$ cat src/rtl/booth2_seq_mult.sv
// Iterative radix-4 (Booth-2) multiplier: one partial product per clock, valid/ready on both sides.
// Optional macro BOOTH_EARLY_TERM_EN: leave CALC as soon as every remaining Booth digit is zero.
module booth2_seq_mult #(
    parameter int WIDTH = 8
) (
    input  logic               clk,
    input  logic               rst,
    input  logic               in_valid,
    output logic               in_ready,
    input  logic               signed_mode,
    input  logic [WIDTH-1:0]   a,
    input  logic [WIDTH-1:0]   b,
    output logic               out_valid,
    input  logic               out_ready,
    output logic [2*WIDTH-1:0] product,
    output logic               busy,
    output logic [1:0]         o_dbg_state
);

    localparam int ITER = WIDTH / 2 + 1;
    localparam int CW   = $clog2(ITER);
    localparam int AW   = 2 * WIDTH + 2;
    localparam int MW   = WIDTH + 3;

    typedef enum logic [1:0] {
        S_IDLE = 2'd0,
        S_CALC = 2'd1,
        S_DONE = 2'd2
    } state_t;

    state_t               r_state;
    logic [AW-1:0]        r_acc;
    logic [AW-1:0]        r_base;
    logic [AW-1:0]        r_pp;
    logic                 r_neg;
    logic                 r_last;
    logic [MW-1:0]        r_mplier;
    logic [CW-1:0]        r_cnt;
    logic                 r_out_valid;
    logic [2*WIDTH-1:0]   r_product;
    logic                 r_busy;

    logic [WIDTH+1:0]     w_a_ext;
    logic [1:0]           w_b_sx;
    logic [AW-1:0]        w_acc_sum;
    logic [AW-1:0]        w_pp_sel;
    logic                 w_neg;
    logic [MW-1:0]        w_mplier_next;
    logic                 w_early;
    logic                 w_last_digit;

    assign w_a_ext = {{2{signed_mode & a[WIDTH-1]}}, a};
    assign w_b_sx  = {2{signed_mode & b[WIDTH-1]}};

    // Subtraction is the inverted partial product plus a carry-in of r_neg.
    assign w_acc_sum = r_acc + (r_pp ^ {AW{r_neg}}) + {{(AW-1){1'b0}}, r_neg};

    always_comb begin
        w_pp_sel = '0;
        w_neg    = 1'b0;
        case (r_mplier[2:0])
            3'b001, 3'b010: w_pp_sel = r_base;
            3'b011:         w_pp_sel = r_base << 1;
            3'b100: begin
                w_pp_sel = r_base << 1;
                w_neg    = 1'b1;
            end
            3'b101, 3'b110: begin
                w_pp_sel = r_base;
                w_neg    = 1'b1;
            end
            default: begin
                w_pp_sel = '0;
                w_neg    = 1'b0;
            end
        endcase
    end

    // Shift in copies of the top bit so the vacated positions never break uniformity.
    assign w_mplier_next = {{2{r_mplier[MW-1]}}, r_mplier[MW-1:2]};

`ifdef BOOTH_EARLY_TERM_EN
    assign w_early = (&w_mplier_next) | (~|w_mplier_next);
`else
    assign w_early = 1'b0;
`endif

    assign w_last_digit = (r_cnt == CW'(ITER - 1)) | w_early;

    // Selection of digit i and its accumulation are one cycle apart, hence the r_last drain cycle.
    always_ff @(posedge clk) begin
        if (rst) begin
            r_state     <= S_IDLE;
            r_acc       <= '0;
            r_base      <= '0;
            r_pp        <= '0;
            r_neg       <= 1'b0;
            r_last      <= 1'b0;
            r_mplier    <= '0;
            r_cnt       <= '0;
            r_out_valid <= 1'b0;
            r_product   <= '0;
            r_busy      <= 1'b0;
        end else begin
            case (r_state)
                S_IDLE: begin
                    if (in_valid) begin
                        r_base   <= {{WIDTH{w_a_ext[WIDTH+1]}}, w_a_ext};
                        r_mplier <= {w_b_sx, b, 1'b0};
                        r_acc    <= '0;
                        r_pp     <= '0;
                        r_neg    <= 1'b0;
                        r_last   <= 1'b0;
                        r_cnt    <= '0;
                        r_busy   <= 1'b1;
                        r_state  <= S_CALC;
                    end
                end
                S_CALC: begin
                    r_acc <= w_acc_sum;
                    if (r_last) begin
                        r_product   <= w_acc_sum[2*WIDTH-1:0];
                        r_out_valid <= 1'b1;
                        r_state     <= S_DONE;
                    end else begin
                        r_pp     <= w_pp_sel;
                        r_neg    <= w_neg;
                        r_mplier <= w_mplier_next;
                        r_base   <= r_base << 2;
                        if (w_last_digit) begin
                            r_last <= 1'b1;
                        end else begin
                            r_cnt <= r_cnt + CW'(1);
                        end
                    end
                end
                S_DONE: begin
                    if (out_ready) begin
                        r_out_valid <= 1'b0;
                        r_busy      <= 1'b0;
                        r_state     <= S_IDLE;
                    end
                end
                default: r_state <= S_IDLE;
            endcase
        end
    end

    assign in_ready    = (r_state == S_IDLE) && !rst;
    assign out_valid   = r_out_valid;
    assign product     = r_product;
    assign busy        = r_busy;
    assign o_dbg_state = r_state;

endmodule

$ cat config.mk
export PLATFORM = sky130hd
export DESIGN_NAME = booth2_seq_mult
export DESIGN_NICKNAME = d
export VERILOG_FILES = /design/src/rtl/booth2_seq_mult.sv
export SDC_FILE = /design/constraint.sdc
export NUM_CORES = 1
export LEC_CHECK = 0
export BUFFER_PORTS_ARGS = -buffer_cell sky130_fd_sc_hd__buf_2
export CAP_MARGIN = 20
export CORE_MARGIN = 3
export CORE_UTILIZATION = 40
export CTS_CLUSTER_SIZE = 14
export DETAILED_ROUTE_END_ITERATION = 6
export GPL_ROUTABILITY_DRIVEN = 0
export GPL_TIMING_DRIVEN = 0
export HOLD_SLACK_MARGIN = 0.1
export MAX_ROUTING_LAYER = met4
export RECOVER_POWER = 100
export SYNTH_ARGS = -nofsm -noshare
export SYNTH_HDL_FRONTEND = slang
export SYNTH_SLANG_ARGS = --single-unit
$ cat constraint.sdc
create_clock -name clk -period 3.4 [get_ports clk]
set_clock_uncertainty 0.15 [all_clocks]
set_input_delay 0.68 -clock clk [delete_from_list [all_inputs] [get_ports clk]]
set_output_delay 0.68 -clock clk [all_outputs]
set_load 0.1 [all_outputs]
==> flow_metrics.env <==
export IMPL_vias=3612
export IMPL_r2r_start="r_pp[0]$_SDFFE_PP0P_"
export IMPL_rsz0062_at_grt="false"
export IMPL_placed_area_um2=4560
export IMPL_cts_buffer_depth=2
export IMPL_yosysSeqAreaShare_pct=40.2
export IMPL_max_cap_violations=0
export IMPL_syn_area_per_cell_um2=8.54
export IMPL_grt_ovfl_total=0
export IMPL_drc_errors=0
export IMPL_synth_seq_cells=84
export IMPL_path_clk_slew_ns=0.09
export IMPL_ys_flop_type="dfxtp_1"
export IMPL_area_growth_pct=12.4
export IMPL_critPathMaxFanout=5
export IMPL_startpoint_type="flip-flop"
export IMPL_synth_fa_ha_area_share_pct=6.76
export IMPL_synth_cell_types=60
export IMPL_ant_nets=0
export IMPL_final_setup_viol_count=0
export IMPL_synthSimpleGateAreaFrac_pct=15.7
export IMPL_r2r_setup_slack_ns=0.30
export IMPL_r2r_end="product[12]$_SDFFE_PP0P_"
export IMPL_synth_area_mux_share_pct=1.02
export IMPL_synth_top_family_by_area="compound AO/OA/AOI/OAI gates"
export IMPL_row_count=36
export IMPL_synth_edf_count=0
export IMPL_syn_area_um2=4180
export IMPL_synth_nets=533
export IMPL_critPathRequiredTime_ns=3.52
export IMPL_core_area_um2=9950
export IMPL_grt_use_total_pct=18.9
export IMPL_fin_ws_ns=0.298
export IMPL_drt_pass1_iterations=4
export IMPL_min_path_type="reg2reg"
export IMPL_synthCells=490
export IMPL_async_reset_ff_share_pct=0
export IMPL_ios=42
export IMPL_cellLeakagePower_nw=1.92
export IMPL_die_w_um=108
export IMPL_max_freq_mhz=322
export IMPL_postCtsHoldBufs=0
export IMPL_viasPerCell=5.32
export IMPL_grt_pass1_wl_um=16900
export IMPL_met3_usage_pct=4.24
export IMPL_ys_warn_count=0
export IMPL_reg2reg_depth=9
export IMPL_antenna_found_initial=0
export IMPL_critical_path_class="reg2reg"
export IMPL_tightestPinTransition_ns=1.18
export IMPL_globalRouteMet2Util_pct=31.3
export IMPL_ctsResizeCount=0
export IMPL_grt_max_degree=14
export IMPL_end_kind="flip-flop"
export IMPL_use_met1_pct=23.4
export IMPL_routed_wl_um=10300
export IMPL_cts_tree="built"
export IMPL_post_cts_buffers=0
export IMPL_clk_latency_ns=0.36
export IMPL_ir_drop_mv=0.327
export IMPL_dp_hpwl_um=7810
export IMPL_fin_area_um2=4700
export IMPL_worst_hold_slack_ns=0.306
export IMPL_grt_pass1_vias=3511
export IMPL_floorplan_die_height_um=108
export IMPL_setup_tns_final_ns=0
export IMPL_numCtsBuffers=9
export IMPL_endpoint="product[12]$_SDFFE_PP0P_"
export IMPL_start_util_pct=42.0
export IMPL_drive_above_1_share_pct=9.34
export IMPL_fin_crit_ns=3.10
export IMPL_synth_xor_area_share_pct=6.49
export IMPL_cts_htree_levels=3
export IMPL_synth_compound_area_share_pct=25.8
export IMPL_drt_iter0_drc=166
export IMPL_drv_slew=0
export IMPL_outcome="complete, no violations"
export IMPL_top_usage_layer="met2"
export IMPL_arrival_ns=3.22
export IMPL_hold_viol=0
export IMPL_finalCritPeriodShare_pct=91.2
export IMPL_io_buffers=41
export IMPL_startpoint="r_pp[0]$_SDFFE_PP0P_"
export IMPL_post_place_ws_ns=0.110
export IMPL_dieArea_um2=11700
export IMPL_power_density_nw_per_um2=486
export IMPL_max_slew_margin_pct=21.6
export IMPL_n_antenna_cell=0
export IMPL_cts_root_buf="clkbuf_8"
export IMPL_cts_sinks=84
export IMPL_drt_wirelength_per_cell_um=15.2
export IMPL_layout_nets=584
export IMPL_fin_util_pct=47.2
[synthesized netlist by cell type, types with 5 or more instances]
master	number	area, um^2
dfxtp_1	84	1680
nand2_1	81	304
a21oi_1	49	245
nor2_1	46	173
a22oi_1	31	233
xor2_1	24	210
ha_1	21	263
a311oi_1	14	123
clkbuf_1	13	48.8
o21ai_0	13	65.1
buf_2	11	55.1
inv_1	8	30.0
a21o_1	7	52.6
o21a_1	7	52.6
xnor2_1	7	61.3
a22o_1	6	52.6
a211oi_1	5	37.5
nand3_1	5	25.0
[layout by cell type (no fill, tap or decap), drive strengths merged, types with 2 or more instances in the layout]
cell type,n
a22oi,31
buf,26
nand4,2
clkbuf,57
nand2b,2
or2,3
a31oi,2
nor3b,2
o22ai,2
a211oi,5
a22o,6
a32o,2
xnor2,7
xor2,24
ha,21
a21o,7
nor2,48
a311oi,14
o21a,7
nand2,81
and3,2
clkinvlp,2
inv,8
nand3,5
o21ai,15
a21oi,50
and2,4
mux2i,2
mux2,2
dfxtp,84
[registers in the layout (all words and copies together) (netlist names)]
signal / cells
r_base: 16
r_last: 1
product: 16
r_mplier: 11
busy: 1
r_acc: 16
r_neg: 1
r_cnt: 3
r_pp: 16
o_dbg_state: 2
out_valid: 1
[area by class of cell]
type                       instances  area, um^2
inverter                           8        30.0
multi-input combinational        368        2320
timing repair buffer              41         178
clock inverter                     3        45.0
fill                            1043        5250
clock buffer                      13         159
tap                              133         166
buffer                            29         120
sequential                        84        1680
[layer usage]
metal	up-vias	share of wire, %
met3	9	4.9
met4	0	1.1
met5	-	0
li1	1854	-
met1	1680	46
met2	69	48
[report_power, final]
part | switching, mW | internal, mW | leakage (nW)
clock | 0.361 | 0.381 | 0.0959
sequential | 0.0510 | 1.04 | 0.683
combinational | 0.326 | 0.126 | 1.14
[per-stage QoR]
step | power (mW) | cells
4_1_cts | 2.32 | 680
5_1_grt | 2.39 | 679
2_1_floorplan | 1.46 | 490
3_5_place_dp | 1.58 | 664
3_3_place_gp | 1.57 | 664
6_report | 2.29 | 679
[cells by family after synthesis]
kind of cell	after synthesis
AOI/OAI and AO/OA	157
xor gates and xnor gates	31
buffers and inverters	38
DFF	84
and+or+nand+nor	154
adders and majority gates	22
muxes	4
[worst min-delay path by stage]
stage / depth (start not counted) / slack [ns] / from / end
6_report: 2 / 0.31 / product[3]$_SDFFE_PP0P_ / product[3]$_SDFFE_PP0P_
5_1_grt: 2 / 0.32 / product[1]$_SDFFE_PP0P_ / product[1]$_SDFFE_PP0P_
4_1_cts: 2 / 0.31 / product[9]$_SDFFE_PP0P_ / product[9]$_SDFFE_PP0P_
3_5_place_dp: 2 / 0.29 / product[9]$_SDFFE_PP0P_ / product[9]$_SDFFE_PP0P_
3_3_place_gp: 2 / 0.28 / r_mplier[10]$_SDFFE_PP0P_ / r_mplier[10]$_SDFFE_PP0P_
2_1_floorplan: 2 / 0.27 / r_mplier[10]$_SDFFE_PP0P_ / r_mplier[10]$_SDFFE_PP0P_
[critical path: stages, from the launching register on]
cell      delay (ns)
dfxtp_1         0.44
mux2i_1         0.36
inv_1           0.10
fa_1            0.41
a21o_1          0.20
a221oi_2        0.34
o21ai_0         0.25
o32ai_1         0.39
xor2_1          0.14
a211oi_1        0.24
(Power assumes the default switching activity.)
